### config.mk
export PLATFORM = sky130hd
export DESIGN_NAME = zorro2_autoconfig_chain
export DESIGN_NICKNAME = d
export VERILOG_FILES = /design/src/rtl/zorro2_autoconfig_chain.sv
export SDC_FILE = /design/constraint.sdc
export NUM_CORES = 1
export LEC_CHECK = 0
export ABC_AREA = 1
export CAP_MARGIN = 40
export CORE_ASPECT_RATIO = 0.9
export CORE_MARGIN = 2
export CORE_UTILIZATION = 25
export CTS_BUF_LIST = sky130_fd_sc_hd__clkbuf_8 sky130_fd_sc_hd__clkbuf_16
export CTS_CLUSTER_SIZE = 8
export DETAILED_ROUTE_END_ITERATION = 10
export GPL_ROUTABILITY_DRIVEN = 0
export GPL_TIMING_DRIVEN = 0
export HOLD_SLACK_MARGIN = 0.08
export SLEW_MARGIN = 20
export SYNTH_ARGS = -nofsm -noshare
export SYNTH_HDL_FRONTEND = slang
export SYNTH_SLANG_ARGS = --single-unit
### constraint.sdc
create_clock -name C7M -period 3.9 [get_ports C7M]
set_input_delay 0.78 -clock C7M [delete_from_list [all_inputs] [get_ports C7M]]
set_output_delay 0.78 -clock C7M [all_outputs]
set_load 0.03 [all_outputs]
### src/rtl/zorro2_autoconfig_chain.sv
// -----------------------------------------------------------------------------
// zorro2_autoconfig_chain
//
// Presents NUM_BOARDS logical Zorro II boards one after another in the
// autoconfig space at $E8xxxx. The board currently visible is CUR_IDX. Once the
// host either assigns a base address (write to $48) or shuts the board up
// (write to $4C), the block waits for the bus to be released. It then moves on
// to the next board. After the last board it drives CFGOUT_n low and stops
// decoding autoconfig accesses.
//
// Ports
//   C7M           bus clock, rising edge active
//   RESET_n       asynchronous active-low reset
//   CFGIN_n       chain input; low enables configuration of this card
//   AS_n/DS_n/RW_n Zorro II address strobe, data strobe, read/write
//   A_HIGH[7:0]   address bits 23:16
//   A_LOW[5:0]    address bits 6:1 (byte offset = {A_LOW, 1'b0})
//   D_IN[3:0]     data bits 15:12 during writes
//   D_OUT[3:0]    registered read nibble (one clock latency)
//   D_OE[3:0]     combinational data drive enable
//   BASE          assigned base A23:A16, board i in [8*i +: 8]
//   CONFIGURED_n  per-board configured flag, active-low
//   SHUTUP_n      per-board shut-up flag, active-low
//   CFGOUT_n      chain output; low once every board is done
//   CUR_IDX[1:0]  index of the board currently being configured
// -----------------------------------------------------------------------------
module zorro2_autoconfig_chain #(
  parameter int                        NUM_BOARDS  = 2,
  parameter logic [15:0]               MFG_ID      = 16'h082C,
  parameter logic [31:0]               SERIAL      = 32'h0,
  parameter logic [8*NUM_BOARDS-1:0]   PROD_IDS    = {8'd6, 8'd8},
  parameter logic [3*NUM_BOARDS-1:0]   SIZE_CODES  = {3'b001, 3'b000},
  parameter logic [NUM_BOARDS-1:0]     LINK_MEM    = 2'b01,
  parameter logic [NUM_BOARDS-1:0]     ROM_VALID   = 2'b10,
  parameter logic [16*NUM_BOARDS-1:0]  ROM_VECTORS = {16'h0001, 16'h0000}
) (
  input  logic                      C7M,
  input  logic                      RESET_n,
  input  logic                      CFGIN_n,
  input  logic                      AS_n,
  input  logic                      DS_n,
  input  logic                      RW_n,
  input  logic [7:0]                A_HIGH,
  input  logic [5:0]                A_LOW,
  input  logic [3:0]                D_IN,
  output logic [3:0]                D_OUT,
  output logic [3:0]                D_OE,
  output logic [8*NUM_BOARDS-1:0]   BASE,
  output logic [NUM_BOARDS-1:0]     CONFIGURED_n,
  output logic [NUM_BOARDS-1:0]     SHUTUP_n,
  output logic                      CFGOUT_n,
  output logic [1:0]                CUR_IDX
);

  localparam logic [1:0] LAST_IDX    = 2'(NUM_BOARDS - 1);
  // Word offsets (A6:A1) of the writable registers: bytes $48, $4A, $4C.
  localparam logic [5:0] OFF_BASE_HI = 6'd36;
  localparam logic [5:0] OFF_BASE_LO = 6'd37;
  localparam logic [5:0] OFF_SHUTUP  = 6'd38;

  typedef enum logic [1:0] {
    ST_CFG  = 2'd0,
    ST_ADV  = 2'd1,
    ST_DONE = 2'd2
  } state_t;

  state_t     state_reg;
  logic [1:0] cur_idx_reg;
  logic       cfgout_n_reg;
  logic [3:0] d_out_reg;

  // Per-slot read nibble for the current A_LOW and per-slot done flag. Slots
  // beyond NUM_BOARDS are tied off so CUR_IDX can index the full 2-bit range.
  logic [3:0][3:0] nibble_tbl;
  logic [3:0]      done_vec;

  logic ac_access;
  logic rd_strobe;
  logic wr_fire;
  logic becomes_done;

  // Autoconfig ROM contents for one board. Apart from bytes $00/$02 and
  // the fixed $40/$42 zeros, the host expects these nibbles inverted.
  function automatic logic [3:0] cfg_nibble(
    input logic [5:0]  a,
    input logic        link,
    input logic        rom_ok,
    input logic        chain,
    input logic [2:0]  size,
    input logic [7:0]  prod,
    input logic [15:0] rom_vec
  );
    logic [3:0] nib;
    case (a)
      6'd0:    nib = {2'b11, link, rom_ok};
      6'd1:    nib = {chain, size};
      6'd2:    nib = ~prod[7:4];
      6'd3:    nib = ~prod[3:0];
      6'd4:    nib = ~4'b1100;
      6'd5:    nib = ~4'b0000;
      6'd8:    nib = ~MFG_ID[15:12];
      6'd9:    nib = ~MFG_ID[11:8];
      6'd10:   nib = ~MFG_ID[7:4];
      6'd11:   nib = ~MFG_ID[3:0];
      6'd12:   nib = ~SERIAL[31:28];
      6'd13:   nib = ~SERIAL[27:24];
      6'd14:   nib = ~SERIAL[23:20];
      6'd15:   nib = ~SERIAL[19:16];
      6'd16:   nib = ~SERIAL[15:12];
      6'd17:   nib = ~SERIAL[11:8];
      6'd18:   nib = ~SERIAL[7:4];
      6'd19:   nib = ~SERIAL[3:0];
      6'd20:   nib = ~rom_vec[15:12];
      6'd21:   nib = ~rom_vec[11:8];
      6'd22:   nib = ~rom_vec[7:4];
      6'd23:   nib = ~rom_vec[3:0];
      6'd32,
      6'd33:   nib = 4'h0;
      default: nib = 4'hF;
    endcase
    return nib;
  endfunction

  // Once CFGOUT_n is low the card stops responding at $E8.
  assign ac_access = !CFGIN_n && cfgout_n_reg && (A_HIGH == 8'hE8) && !AS_n;
  assign rd_strobe = ac_access && RW_n && !DS_n;
  assign wr_fire   = ac_access && !RW_n && !DS_n && !done_vec[cur_idx_reg];
  assign becomes_done = wr_fire &&
                        ((A_LOW == OFF_BASE_HI) || (A_LOW == OFF_SHUTUP));

  assign D_OE     = rd_strobe ? 4'hF : 4'h0;
  assign D_OUT    = d_out_reg;
  assign CFGOUT_n = cfgout_n_reg;
  assign CUR_IDX  = cur_idx_reg;

  generate
    for (genvar gi = 0; gi < 4; gi++) begin : g_slot
      if (gi < NUM_BOARDS) begin : g_board
        logic [7:0] base_reg;
        logic       configured_n_reg;
        logic       shutup_n_reg;
        logic       board_wr;

        assign board_wr = wr_fire && (cur_idx_reg == 2'(gi));

        always_ff @(posedge C7M or negedge RESET_n) begin
          if (!RESET_n) begin
            base_reg         <= 8'h00;
            configured_n_reg <= 1'b1;
            shutup_n_reg     <= 1'b1;
          end else if (board_wr) begin
            case (A_LOW)
              OFF_BASE_LO: base_reg[3:0] <= D_IN;
              OFF_BASE_HI: begin
                base_reg[7:4]    <= D_IN;
                configured_n_reg <= 1'b0;
              end
              OFF_SHUTUP:  shutup_n_reg <= 1'b0;
              default: ;
            endcase
          end
        end

        assign BASE[8*gi +: 8]  = base_reg;
        assign CONFIGURED_n[gi] = configured_n_reg;
        assign SHUTUP_n[gi]     = shutup_n_reg;
        assign done_vec[gi]     = !configured_n_reg || !shutup_n_reg;
        assign nibble_tbl[gi]   = cfg_nibble(
          A_LOW,
          LINK_MEM[gi],
          ROM_VALID[gi],
          1'(gi < NUM_BOARDS - 1),
          SIZE_CODES[3*gi +: 3],
          PROD_IDS[8*gi +: 8],
          ROM_VALID[gi] ? ROM_VECTORS[16*gi +: 16] : 16'h0000
        );
      end else begin : g_unused
        assign done_vec[gi]   = 1'b1;
        assign nibble_tbl[gi] = 4'hF;
      end
    end
  endgenerate

  // Sequencing FSM. A board moves to ADV on the same edge as the write that
  // completes it. The pointer only moves once AS_n is seen high, so the
  // chain output never changes in the middle of a bus cycle.
  always_ff @(posedge C7M or negedge RESET_n) begin
    if (!RESET_n) begin
      state_reg    <= ST_CFG;
      cur_idx_reg  <= 2'd0;
      cfgout_n_reg <= 1'b1;
      d_out_reg    <= 4'hF;
    end else begin
      if (rd_strobe) begin
        d_out_reg <= nibble_tbl[cur_idx_reg];
      end
      case (state_reg)
        ST_CFG: begin
          if (becomes_done) begin
            state_reg <= ST_ADV;
          end
        end
        ST_ADV: begin
          // Held while the chain input is inactive so outputs stay frozen.
          if (!CFGIN_n && AS_n) begin
            if (cur_idx_reg < LAST_IDX) begin
              cur_idx_reg <= cur_idx_reg + 2'd1;
              state_reg   <= ST_CFG;
            end else begin
              state_reg    <= ST_DONE;
              cfgout_n_reg <= 1'b0;
            end
          end
        end
        ST_DONE: ;
        default: state_reg <= ST_CFG;
      endcase
    end
  end

endmodule

==> implementation parameters <==
Parameter                              Value

Die
  Cell Rows    29
  Die span in y    about 84 um
  Width of the chip    between 90 and 100 um
  Starting density of the core    between 20 and 30%
  Die Area    a little under 8000 um^2
  Top-level port count    55
  Area of the placeable core    6970 um^2

Finish
  Final layout net count    ~300
  Flip-flop count of the largest register after layout    16
  Number of fill cells in the layout    roughly 760
  N_diodes    0
  Fraction of final layout cells with drive strength greater than 1    between 20 and 25%
  Post-synthesis to final-layout area growth    41.2%

Timing
  Rel. slew slack    a little under three fifths
  Fin. Hold Viols    0
  Slew at the pin closest to its max-slew limit    between 600 and 700 ps
  Final count of pins violating max slew    0
  Post-Route Setup TNS    0 ps
  Crit share post-route    between 80% and 90%
  Time the final worst path needs with I/O delays and setup    approximately 3400 ps
  Peak Freq    294 MHz
  Setup repair after global routing missed its margin    false
  Final setup violation count    0
  Post-route clock skew    between 7 and 8 ps

Global routing
  Antenna violations before repair    0
  Largest net degree at the start of global routing    30
  Total congestion overflow after global routing    0
  Wire length of the first global-routing pass    between 7000 and 8000 um
  Global routing usage summed across all routing layers    11.4%
  Via count of the first global-routing pass    1,509

CTS
  Clock-pin slew of the registers on the worst-case setup and hold paths    around 70 ps
  Clk root buf    sky130_fd_sc_hd__clkbuf_8
  Maximum root-to-sink buffer count    2
  TritonCTS clock tree    built
  Hold-fix buffers at CTS    0
  Setup repair bufs after CTS    0
  Clock latency reported for the late side of the worst-skew pair    between 200 and 300 ps
  Count of H-tree levels built during CTS    2
  Number of clock sinks seen by CTS    29
  Post-cts sizing count    0
  Total clock buffers created by CTS    5

Power
  Power density normalized to cell area    254 nW/um^2
  Clock Power Share    about two fifths
  Switching power as a share of total power    between 20 and 30%
  Worst IR drop on VDD    between 80 and 90 uV
  Leakage Power    around 1.3 nW
  Final Power    between 600 and 700 uW
  Combinational power share    between 10% and 20%
  Net switching power figure    roughly 170 uW
  Flop pwr share    a little under 50%
  Cell internal power dissipation    roughly 460 uW

Hold path
  Classification of the worst-slack hold path    reg2reg

Detailed routing
  Detailed Route Iter0 Violations    80
  Average routed wire per standard cell    11.7 um
  Iteration count of the initial detailed-routing pass    4
  Detailed Route WL    about 4300 um
  Total number of vias    1,576
  Number of nets with antenna violations after routing    0
  Post-detailed-route DRC marker count    0
  Routed via count divided by cell count    roughly 4.3

Place
  Post-DP HPWL    approximately 3400 um
  Count of port buffers added during placement    53

Critical path
  Worst setup startpoint    A_HIGH[5]
  CP startpoint kind    primary input
  Classification of the worst setup path    in2out
  Cell at the slowest stage of the critical path    sky130_fd_sc_hd__clkdlybuf4s50_1
  Reg-to-Reg Start    CFGOUT_n$_DFFE_PN1P_
  End point of the critical path    D_OE[2]
  Cells traversed along the worst timing path    clkdlybuf4s50_1, nand2_1, nor3_2, nand4_1, inv_2, buf_4, clkdlybuf4s50_1
  Required time at the endpoint of the critical path    around 3100 ps
  Depth of the worst register-to-register path    7
  Crit-path max cell delay    between 600 and 700 ps
  CP most frequent cell    sky130_fd_sc_hd__clkdlybuf4s50_1
  Reg2reg setup slack    2370 ps
  Critical path arrival    2620 ps
  Crit path max fanout    8
  Reg2reg end    g_slot[1].g_board.base_reg[6]$_DFFE_PN0P_
  Type of element capturing the critical path    output port

Logic synthesis
  Synth top area cells    sky130_fd_sc_hd__dfrtp_1, sky130_fd_sc_hd__nand2_1, sky130_fd_sc_hd__dfstp_2
  Share of synthesized area occupied by flip-flops and latches    a little over two fifths
  Count leader, synth    sky130_fd_sc_hd__nand2_1
  Total of warnings raised by yosys    0
  Gate count of the mapped netlist    between 200 and 250
  Synth top cells by count    sky130_fd_sc_hd__nand2_1, sky130_fd_sc_hd__dfrtp_1, sky130_fd_sc_hd__nand4_1, sky130_fd_sc_hd__nor2_1, sky130_fd_sc_hd__inv_1
  Library cell occupying the most area in the post-synthesis netlist    sky130_fd_sc_hd__dfrtp_1
  Share of the synthesized area in the top cell type    28.3%
  Post-synth ARST share    100%
  Syn nets    between 200 and 250
  Number of synthesized flops with an enable pin    0
  Post-synth cell types    31
  Register bit count reported by yosys    29
  Predominant post-synthesis flop cell    sky130_fd_sc_hd__dfrtp_1
  Per-instance average area after synthesis    about 8.3 um^2
  Cell area after synthesis    ~1800 um^2

Outcome
  Outcome    finished clean

Run
  Number of max-cap violations    0
==> metrics by stage <==
stage	util [%]	cell area (um^2)	hold slack, ps	worst slack [ps]	instances
2_1_floorplan	-	1770	429	1710	212
3_3_place_gp	34.7	2420	450	493	358
3_5_place_dp	34.6	2410	449	480	358
4_1_cts	35.8	2500	460	469	366
5_1_grt	35.8	2500	483	354	366
6_report	35.8	2500	459	504	366
==> worst min-delay path by stage <==
stage,startpoint,slack (ps),cells after the start,to
after floorplan,g_slot[1].g_board.shutup_n_reg$_DFFE_PN1P_,430,2,g_slot[1].g_board.shutup_n_reg$_DFFE_PN1P_
after global placement,g_slot[1].g_board.shutup_n_reg$_DFFE_PN1P_,450,2,g_slot[1].g_board.shutup_n_reg$_DFFE_PN1P_
after detailed placement,g_slot[1].g_board.shutup_n_reg$_DFFE_PN1P_,450,2,g_slot[1].g_board.shutup_n_reg$_DFFE_PN1P_
after CTS,g_slot[1].g_board.shutup_n_reg$_DFFE_PN1P_,460,2,g_slot[1].g_board.shutup_n_reg$_DFFE_PN1P_
after global routing,g_slot[0].g_board.shutup_n_reg$_DFFE_PN1P_,480,2,g_slot[0].g_board.shutup_n_reg$_DFFE_PN1P_
final,g_slot[1].g_board.shutup_n_reg$_DFFE_PN1P_,460,2,g_slot[1].g_board.shutup_n_reg$_DFFE_PN1P_
==> final cells by class <==
class                   instances  area [um^2]  area share (%)
clock inverters                 3         17.5           0.701
plain buffers                  13         98.8            3.96
repair buffers                 53          526            21.0
inverters                      21         78.8            3.16
well taps                      93          116            4.66
flip-flops and latches         29          737            29.5
multi-input cells             149          855            34.2
clock buffers                   5         68.8            2.76
==> power by group through the flow <==
stage / Combinational (mW) / Clock, mW / Sequential (mW)
2_1_floorplan: 0.0359 / 0 / 0.315
3_3_place_gp: 0.0857 / 0 / 0.311
3_5_place_dp: 0.0858 / 0 / 0.311
4_1_cts: 0.0861 / 0.252 / 0.306
5_1_grt: 0.0938 / 0.264 / 0.306
6_report: 0.0854 / 0.244 / 0.306
==> cell usage in the layout (no fill, tap or decap), drive strengths merged <==
master and count:
nand2 69, dfrtp 20, nor2 26, nand4 25, inv 20, ha 3
xor2 2, nand3 6, a31oi 2, dfstp 9, nand3b 1, clkinv 3
o21bai 1, o21ai 3, nor4 1, buf 12, nor3 2, clkbuf 7
and2 2, a21oi 6, clkinvlp 1, clkdlybuf4s50 52
==> routing by layer <==
layer  routed length [um]  global-route usage, %  up-vias
met5                    0                      0        -
met2                 1930                   17.2       39
met1                 2050                   15.4      721
met4                   25                   3.07        0
li1                     -                      -      813
met3                  274                   4.16        3
==> cells by family (layout without fill, tap and decap cells) <==
logic type	after synthesis	count (layout)	share of synthesized area (%)
and+or+nand+nor	132	132	41.3
xor gates and xnor gates	2	2	0.990
DFF	29	29	41.7
buffers and inverters	34	95	10.0
adders and majority gates	3	3	2.12
AOI/OAI and AO/OA	12	12	3.89
==> worst max-delay path: cells and delay by family <==
| kind | cells | cell delay (ps) |
|---|---|---|
| buffers and inverters | 4 | 1430 |
| AND/OR/NAND/NOR | 3 | 400 |
No activity file was read; power rests on OpenSTA's default activity.
